File: config.mk
export PLATFORM = sky130hd
export DESIGN_NAME = mul_issue_arbiter
export DESIGN_NICKNAME = d
export VERILOG_FILES = /design/src/rtl/mul_pkg.sv /design/src/rtl/mul_iter_dp.sv /design/src/rtl/mul_issue_arbiter.sv
export SDC_FILE = /design/constraint.sdc
export NUM_CORES = 1
export LEC_CHECK = 0
export ABC_AREA = 1
export CORE_MARGIN = 4
export CORE_UTILIZATION = 50
export DETAILED_ROUTE_END_ITERATION = 8
export DONT_BUFFER_PORTS = 1
export PLACE_DENSITY = 0.68
export RECOVER_POWER = 25
export SKIP_LAST_GASP = 1
export SYNTH_ARGS = -nofsm -noshare
export SYNTH_HDL_FRONTEND = slang
export SYNTH_HIERARCHICAL = 1
export SYNTH_SLANG_ARGS = --single-unit
File: constraint.sdc
create_clock -name clk -period 1.7 [get_ports clk]
set_clock_uncertainty 0.05 [all_clocks]
set_input_delay 0.085 -clock clk [delete_from_list [all_inputs] [get_ports clk]]
set_output_delay 0.085 -clock clk [all_outputs]
set_load 0.02 [all_outputs]
File: src/rtl/mul_pkg.sv
// Shared constants for the multiply issue path: FSM encodings, lane count, round-robin pick.
// No timing of its own; used by the arbiter and its datapath.
package mul_pkg;

  localparam int NUM_LANES = 2;
  localparam int ALU_ISMUL = 4;

  typedef logic [1:0] state_t;

  localparam state_t S_IDLE = 2'd0;
  localparam state_t S_BUSY = 2'd1;
  localparam state_t S_DONE = 2'd2;

  // Lane to grant: the only requester, or the one that did not win last time.
  function automatic logic rr_pick(input logic [NUM_LANES-1:0] valid, input logic last);
    rr_pick = (&valid) ? ~last : valid[1];
  endfunction

endpackage

File: src/rtl/mul_iter_dp.sv
// Shift-add multiply datapath: load latches operands, each step retires one multiplier bit.
// DATA_W steps per product; no backpressure, the caller only steps while busy.
module mul_iter_dp #(
  parameter int DATA_W = 16
) (
  input  logic              clk,
  input  logic              reset,
  input  logic              load,
  input  logic              step,
  input  logic [DATA_W-1:0] op_a,
  input  logic [DATA_W-1:0] op_b,
  output logic [DATA_W-1:0] acc,
  output logic              last
);

  localparam int CNT_W = (DATA_W > 1) ? $clog2(DATA_W) : 1;

  logic [DATA_W-1:0] a_q;
  logic [DATA_W-1:0] b_q;
  logic [CNT_W-1:0]  count;

  always_ff @(posedge clk) begin
    if (!reset) begin
      a_q   <= '0;
      b_q   <= '0;
      acc   <= '0;
      count <= '0;
    end else if (load) begin
      a_q   <= op_a;
      b_q   <= op_b;
      acc   <= '0;
      count <= CNT_W'(DATA_W - 1);
    end else if (step) begin
      // Sum wraps at DATA_W bits, which is exactly the truncated product.
      if (b_q[0]) acc <= acc + a_q;
      a_q   <= a_q << 1;
      b_q   <= b_q >> 1;
      count <= count - CNT_W'(1);
    end
  end

  assign last = (count == '0);

endmodule

File: src/rtl/mul_issue_arbiter.sv
// Round-robin shares one iterative multiplier between two issue lanes; result held until rsp_ready.
// Response seen DATA_W+1 edges after accept; no new grant while busy or while a branch flush is asserted.
module mul_issue_arbiter
  import mul_pkg::*;
#(
  parameter int DATA_W  = 16,
  parameter int INSTR_W = 16
) (
  input  logic                           clk,
  input  logic                           reset,
  input  logic                           is_branch_takenin,
  input  logic [NUM_LANES-1:0]           req_valid,
  output logic [NUM_LANES-1:0]           req_ready,
  input  logic [NUM_LANES*DATA_W-1:0]    req_op1,
  input  logic [NUM_LANES*DATA_W-1:0]    req_op2,
  input  logic [NUM_LANES*INSTR_W-1:0]   req_instr,
  output logic                           rsp_valid,
  input  logic                           rsp_ready,
  output logic                           rsp_lane,
  output logic [DATA_W-1:0]              rsp_result,
  output logic [INSTR_W-1:0]             rsp_instr,
  output logic                           busy
);

  state_t             state_q;
  logic               last_grant;
  logic               lane_q;
  logic [INSTR_W-1:0] instr_q;

  logic               grant;
  logic               idle_ok;
  logic               accept;
  logic [DATA_W-1:0]  op_a;
  logic [DATA_W-1:0]  op_b;
  logic [DATA_W-1:0]  acc;
  logic               last;

  assign grant   = rr_pick(req_valid, last_grant);
  assign idle_ok = (state_q == S_IDLE) && reset && !is_branch_takenin;
  assign req_ready = idle_ok ? ((grant ? 2'b10 : 2'b01) & req_valid) : 2'b00;
  assign accept  = |(req_valid & req_ready);

  assign op_a = grant ? req_op1[2*DATA_W-1:DATA_W] : req_op1[DATA_W-1:0];
  assign op_b = grant ? req_op2[2*DATA_W-1:DATA_W] : req_op2[DATA_W-1:0];

  mul_iter_dp #(.DATA_W(DATA_W)) u_dp (
    .clk   (clk),
    .reset (reset),
    .load  (accept),
    .step  (state_q == S_BUSY),
    .op_a  (op_a),
    .op_b  (op_b),
    .acc   (acc),
    .last  (last)
  );

  always_ff @(posedge clk) begin
    if (!reset) begin
      state_q    <= S_IDLE;
      last_grant <= 1'b1;
      lane_q     <= 1'b0;
      instr_q    <= '0;
    end else if (is_branch_takenin) begin
      state_q <= S_IDLE;
    end else begin
      case (state_q)
        S_IDLE: if (accept) begin
          state_q    <= S_BUSY;
          last_grant <= grant;
          lane_q     <= grant;
          instr_q    <= grant ? req_instr[2*INSTR_W-1:INSTR_W] : req_instr[INSTR_W-1:0];
        end
        S_BUSY: if (last) state_q <= S_DONE;
        S_DONE: if (rsp_ready) state_q <= S_IDLE;
        default: state_q <= S_IDLE;
      endcase
    end
  end

  // Outputs are masked outside DONE so a partial accumulator never leaks out.
  assign rsp_valid  = (state_q == S_DONE);
  assign rsp_result = rsp_valid ? acc : '0;
  assign rsp_instr  = rsp_valid ? instr_q : '0;
  assign rsp_lane   = rsp_valid & lane_q;
  assign busy       = (state_q != S_IDLE);

endmodule
Word-level counts from Yosys, hierarchy flattened. Index checks and enable logic that the tools add are counted.

$add $sub $neg: 2. Eq/ne operators: 5. Muxes and demuxes: 18. Bitwise logic cells: 6. Reduce and logical (&&, ||, !) cells: 14.

Operators by type and width (number): $mux W16 (9); $add A16 B16 Y16 (1); $mux W2 (5); $mux W4 (2); $pmux W2 S3 (1); $reduce_and A3 Y1 (2); $and A2 B2 Y2 (2); $logic_not A4 Y1 (1); $ne A2 B2 Y1 const B (2); $reduce_and A2 Y1 (2); $reduce_bool A2 Y1 (2); $reduce_or A2 Y1 (2); $sub A4 B1 Y4 const B (1); $not A1 Y1 (3); $reduce_or A3 Y1 (1); $eq A2 B1 Y1 const B (1); $eq A2 B2 Y1 const B (1); $logic_and A1 B1 Y1 (2); $logic_not A2 Y1 (1); $ne A2 B1 Y1 const B (1); $and A1 B1 Y1 (1); $logic_not A1 Y1 (1); $mux W1 (1).

Register bits: 72. Input port bits: 102. Output and inout bits: 37. Word-level logic and storage cells: 53.

Depth between registers and ports, before layout.
Depth in word-level cells: 9. Gate-level depth with buffers: 13. Depth with buffers taken out: 12.

Hierarchy. The synthesis kept the hierarchy.

Modules (own cells, without submodules): mul_iter_dp (instances 1, cells an instance 482, area an instance 3061.7 um^2, seq. area each 1041.0 um^2); mul_issue_arbiter (instances 1, cells an instance 345, area an instance 1705.4 um^2, seq. area each 400.4 um^2).

Least setup slack after synthesis. Ideal clock, no wire load.

Path type: flip-flop to flip-flop. Start: register state_q[1]. End: register u_dp.a_q[1]. Setup time: 0.057 ns. Arrival: 1.713 ns. Data required time: 1.593 ns. Setup slack: -0.120 ns. Stages on the path, launching flop included: 14. Path buffers: 3. Clock period less this slack: 1.820 ns. Cells stage by stage: dfxtp_1 inv_1 nand2_1 nor2_4 o21ai_4 buf_6 inv_1 buf_4 nor2_2 buf_4 nand2_1 nand3_1 nand2_1 inv_1.

Longest elaborated chain between the ends: 7. Elaborated cells on any way between the ends: 9. Those cells by class: 1 x eq/ne; 2 x mux; 1 x bitwise; 5 x reduce/logical.

RTL lines: start, declared (RTL line mul_issue_arbiter.sv:25) `state_t state_q;`; start signal, assigned (RTL line mul_issue_arbiter.sv:59) `state_q <= S_IDLE;`; start signal, assigned (RTL line mul_issue_arbiter.sv:64) `state_q <= S_IDLE;`; start signal, assigned (RTL line mul_issue_arbiter.sv:68) `state_q <= S_BUSY;`; $logic_not A2 Y1 * (RTL line mul_issue_arbiter.sv:39) `assign idle_ok = (state_q == S_IDLE) && reset && !is_branch_takenin;`; $logic_and A1 B1 Y1 * (2 in a row) (RTL line mul_issue_arbiter.sv:39); $mux W2 * (RTL line mul_issue_arbiter.sv:40) `assign req_ready = idle_ok ? ((grant ? 2'b10 : 2'b01) & req_valid) : 2'b00;`; $and A2 B2 Y2 * (RTL line mul_issue_arbiter.sv:41) `assign accept = |(req_valid & req_ready);`; $reduce_or A2 Y1 * (RTL line mul_issue_arbiter.sv:41); via accept (RTL line mul_issue_arbiter.sv:32) `logic accept;`; $mux W16 / $reduce_bool A2 Y1 (equally long branches); end signal, assigned (RTL line mul_iter_dp.sv:29) `a_q <= op_a;`; end signal, assigned (RTL line mul_iter_dp.sv:36) `a_q <= a_q << 1;`; end, declared (RTL line mul_iter_dp.sv:18) `logic [DATA_W-1:0] a_q;`.

Mark *: on every way through the listed nets, which the timed path passes. The rest lies on a longest branch. A chain may end at the register's enable or synchronous reset.

Final worst setup path.
Start: register last_grant. End: register u_dp.a_q[15].

Longest elaborated chain between the ends: 8. Elaborated cells on any way between the ends: 10. Those cells by class: 5 x mux; 3 x bitwise; 2 x reduce/logical.

RTL lines: start, declared (RTL line mul_issue_arbiter.sv:26) `logic last_grant;`; start signal, assigned (RTL line mul_issue_arbiter.sv:69) `last_grant <= grant;`; $not A1 Y1 * (RTL line mul_pkg.sv:16) `rr_pick = (&valid) ? ~last : valid[1];`; $mux W1 * (RTL line mul_pkg.sv:16); $mux W2 * (RTL line mul_issue_arbiter.sv:40); $and A2 B2 Y2 * (RTL line mul_issue_arbiter.sv:40); $mux W2 * (RTL line mul_issue_arbiter.sv:40); $and A2 B2 Y2 * (RTL line mul_issue_arbiter.sv:41); $reduce_or A2 Y1 * (RTL line mul_issue_arbiter.sv:41); via accept (RTL line mul_issue_arbiter.sv:32); $mux W16 / $reduce_bool A2 Y1 (equally long branches).

Marked as above.

==> results.py <==
metrics = {
    "run_status": {
        "status": "finished, violations left",
        "violations": "negative setup slack",
    },
    "logic_synthesis": {
        "async_flop_share": 0,
        "synth-edff-count": 0,
        "ys_top_cells_by_area": "dfxtp_1 (30%), nand2_1 (27%), inv_1 (9.1%)",
        "synthTopCellsByCount": "nand2_1 (340), inv_1 (115), nor2_1 (110)",
        "synth_seq_cells": 72,
        "synth_nets": 946,
        "ys_warn_count": 6,
        "postSynthCellCount": 827,
        "ys.flop_type": "dfxtp_1",
        "netlist_area_mm2": 0.00477,
        "synthDistinctLibCells": 33,
        "seq_area_frac_synth": 0.302,
        "synth.top_cell.area_share": 0.302,
        "synth_largest_area_cell": "dfxtp_1",
        "syn_area_per_cell_um2": 5.76,
        "synth_most_common_cell": "nand2_1",
    },
    "power_and_ir_drop": {
        "ir_drop_v": 0.000574,
        "power_leakage_nw": 3.59,
        "cellPowerDensity_mw_per_mm2": 579,
    },
    "routing": {
        "drc": 0,
        "viasPerCell": 5.11,
        "totalWireLength_um": 14800,
        "vias": 5525,
        "initialDrtViolationCount": 309,
        "first_pass_iters": 5,
        "wl_per_cell_um": 13.7,
        "antenna_left": 0,
    },
    "cts": {
        "cts_made_buffers": 9,
        "cts.reportedPaths.clkPinSlew_ns": 0.09,
        "cts_tree": "built",
        "cts_buffer_depth": 2,
        "cts_htree_levels": 3,
        "ctsRootBufferMaster": "clkbuf_8",
        "clock_latency_ns": 0.35,
        "clkSinkCount": 72,
    },
    "sta": {
        "finalHoldViolCount": 0,
        "fin_crit_ns": 1.77,
        "rsz0062_at_grt": "true",
        "setup_violations": 18,
        "fin_ws_ns": -0.0673,
        "slew_violations": 0,
        "fmax_ghz": 0.566,
        "worst_hold_slack_ns": 0.0131,
        "worst_pin_slew_ns": 1.18,
        "max-slew-margin-rel": 0.216,
        "min_period_over_period": 1.04,
    },
    "global_routing": {
        "antenna_found_initial": 0,
        "grt_use_total": 0.248,
        "grt_pass1_vias": 5139,
        "overflow": 0,
        "grt_max_degree": 49,
        "grt_pass1_wl_um": 23000,
    },
    "die": {
        "rows": 35,
        "die_h_um": 106,
        "dieArea_mm2": 0.0112,
        "core-area_mm2": 0.00924,
        "start_util": 0.516,
        "ios": 139,
        "die_w_um": 106,
    },
    "worst_setup_path": {
        "critPathLaunch": "last_grant$_SDFFE_PN1P_",
        "crit_chain": "nand2_2 -> nand2_2 -> inv_2 -> o21ai_4 -> clkinvlp_4 -> nor2_4 -> clkbuf_16 -> nand2_4 -> nand3_2 -> nand2_1 -> inv_1",
        "worstPathMaxFanout": 6,
        "cp_data_arrival_time_ns": 2.02,
        "critical_path_class": "flip-flop to flip-flop",
        "critPathSlowestCell": "dfxtp_1",
        "endpoint": "u_dp/a_q[15]$_SDFFE_PN0P_",
        "r2r_setup_slack_ns": -0.07,
        "cp_slowest_stage_delay_ns": 0.35,
        "cp-start-kind": "flip-flop",
        "worst_path_most_repeated_cell": "nand2_2",
        "critPathRequiredTime_ns": 1.95,
        "regToRegStartpoint": "last_grant$_SDFFE_PN1P_",
        "rr_endpoint": "u_dp/a_q[15]$_SDFFE_PN0P_",
        "reg2regPathDepth": 11,
        "end_kind": "flip-flop",
    },
    "finish": {
        "final_nets": 1067,
        "finalNonFillerCells": 1081,
        "final_area_mm2": 0.00669,
        "area_growth_pct": 40.4,
        "fill_cells": 742,
        "final_util": 0.724,
        "multiInputGateArea_mm2": 0.00307,
        "antennaDiodeCount": 0,
        "drive_gt1_frac": 0.194,
        "seq_area_mm2": 0.00146,
    },
    "place": {
        "dp_cells": 981,
        "portBuffers": 0,
        "dp_hpwl_um": 9040,
        "place.gp.congestion": 0.891,
        "dpl-instance-area_mm2": 0.00523,
    },
    "job": {
        "cap_violations": 0,
    },
    "hold_path": {
        "hp-class": "input pin to flip-flop",
    },
}
==> where the power goes <==
group | internal [W] | total (W) | leakage [nW] | switching, W
Clock | 0.000605 | 0.00129 | 0.0878 | 0.000687
Combinational | 0.000351 | 0.000766 | 2.91 | 0.000415
Sequential | 0.00176 | 0.00182 | 0.591 | 0.0000538
Total | 0.00272 | 0.00387 | 3.59 | 0.00116
==> placed cells by master (no fill, tap or decap), types with 4 or more instances in the layout <==
| master | instances |
|---|---|
| a22oi_1 | 7 |
| nor2_1 | 109 |
| nand3_1 | 37 |
| a22oi_2 | 6 |
| xor2_1 | 4 |
| ha_4 | 9 |
| inv_1 | 112 |
| o21ai_0 | 5 |
| dlygate4sd3_1 | 67 |
| nand2_1 | 313 |
| nand2_4 | 11 |
| inv_2 | 6 |
| nor2_4 | 4 |
| ha_1 | 4 |
| buf_4 | 58 |
| nor3_1 | 4 |
| nand3_2 | 15 |
| buf_6 | 10 |
| o21ai_1 | 5 |
| a21oi_1 | 25 |
| dfxtp_2 | 11 |
| dfxtp_1 | 61 |
| clkbuf_8 | 11 |
| nand2_2 | 19 |
==> worst max-delay path, delay by kind of cell, from the launching register on <==
kind	cells	cell delay, ns
compound gates	1	0.16
flops	1	0.35
simple gates	6	0.59
buf+inv	4	0.56
==> layout make-up <==
cell class / count / area share
timing repair buffer: 145 / 0.205
clock buffer: 11 / 0.0226
inverter: 119 / 0.0673
sequential: 72 / 0.217
multi-input combinational: 601 / 0.459
tap: 129 / 0.0241
clock inverter: 4 / 0.00430
==> worst min path at each step <==
| stage | depth (start not counted) | endpoint | start | slack, ns |
|---|---|---|---|---|
| finish | 4 | u_dp/b_q[5]$_SDFFE_PN0P_ | req_op2[21] | 0.01 |
| global route | 4 | u_dp/b_q[6]$_SDFFE_PN0P_ | req_op2[6] | 0.03 |
| CTS | 4 | u_dp/b_q[6]$_SDFFE_PN0P_ | req_op2[6] | 0.0002 |
| detailed placement | 1 | last_grant$_SDFFE_PN1P_ | reset | 0.13 |
| global placement | 1 | last_grant$_SDFFE_PN1P_ | reset | 0.12 |
| floorplan | 3 | state_q[0]$_SDFFE_PP0P_ | is_branch_takenin | 0.19 |
==> per-layer routing <==
layer,vias to the layer above,share of wire,GRT usage
li1,2745,-,-
met2,204,0.51,0.435
met1,2532,0.41,0.300
met3,44,0.056,0.0465
met4,0,0.027,0.0962
met5,-,0,0
==> registers in the layout, summed over array words and instances, names as in the netlist <==
signal	flops
instr_q	16
state_q	2
u_dp/acc	16
u_dp/b_q	16
lane_q	1
u_dp/a_q	16
u_dp/count	4
last_grant	1
==> through the flow <==
stage               total power, W  setup TNS [ns]  worst slack (ns)
floorplan                  0.00226               0           0.00234
global placement           0.00234         -0.0134          -0.00729
detailed placement         0.00236          -0.114           -0.0487
CTS                        0.00378               0          0.000439
global route               0.00406           -3.40            -0.150
finish                     0.00387          -0.421           -0.0673
==> cell families (layout without fill, tap and decap cells) <==
logic type / Yosys count / count (layout) / share of synthesized area
simple gates: 521 / 521 / 0.436
fa+ha+maj: 17 / 17 / 0.0462
buf+inv: 154 / 279 / 0.132
flops: 72 / 72 / 0.302
compound gates: 56 / 56 / 0.0701
xor+xnor: 7 / 7 / 0.0129
==> repair_timing <==
| action | in CTS | in global routing |
|---|---|---|
| endpoints found under the setup margin | 9 | 81 |
| pin swaps | 4 | 8 |
| gates cloned | 0 | 4 |
| endpoints found under the hold margin | 50 | 0 |
| setup buffers | 2 | 10 |
| hold buffers | 69 | 0 |
| resized for setup | 10 | 97 |
(Power assumes the default switching activity.)
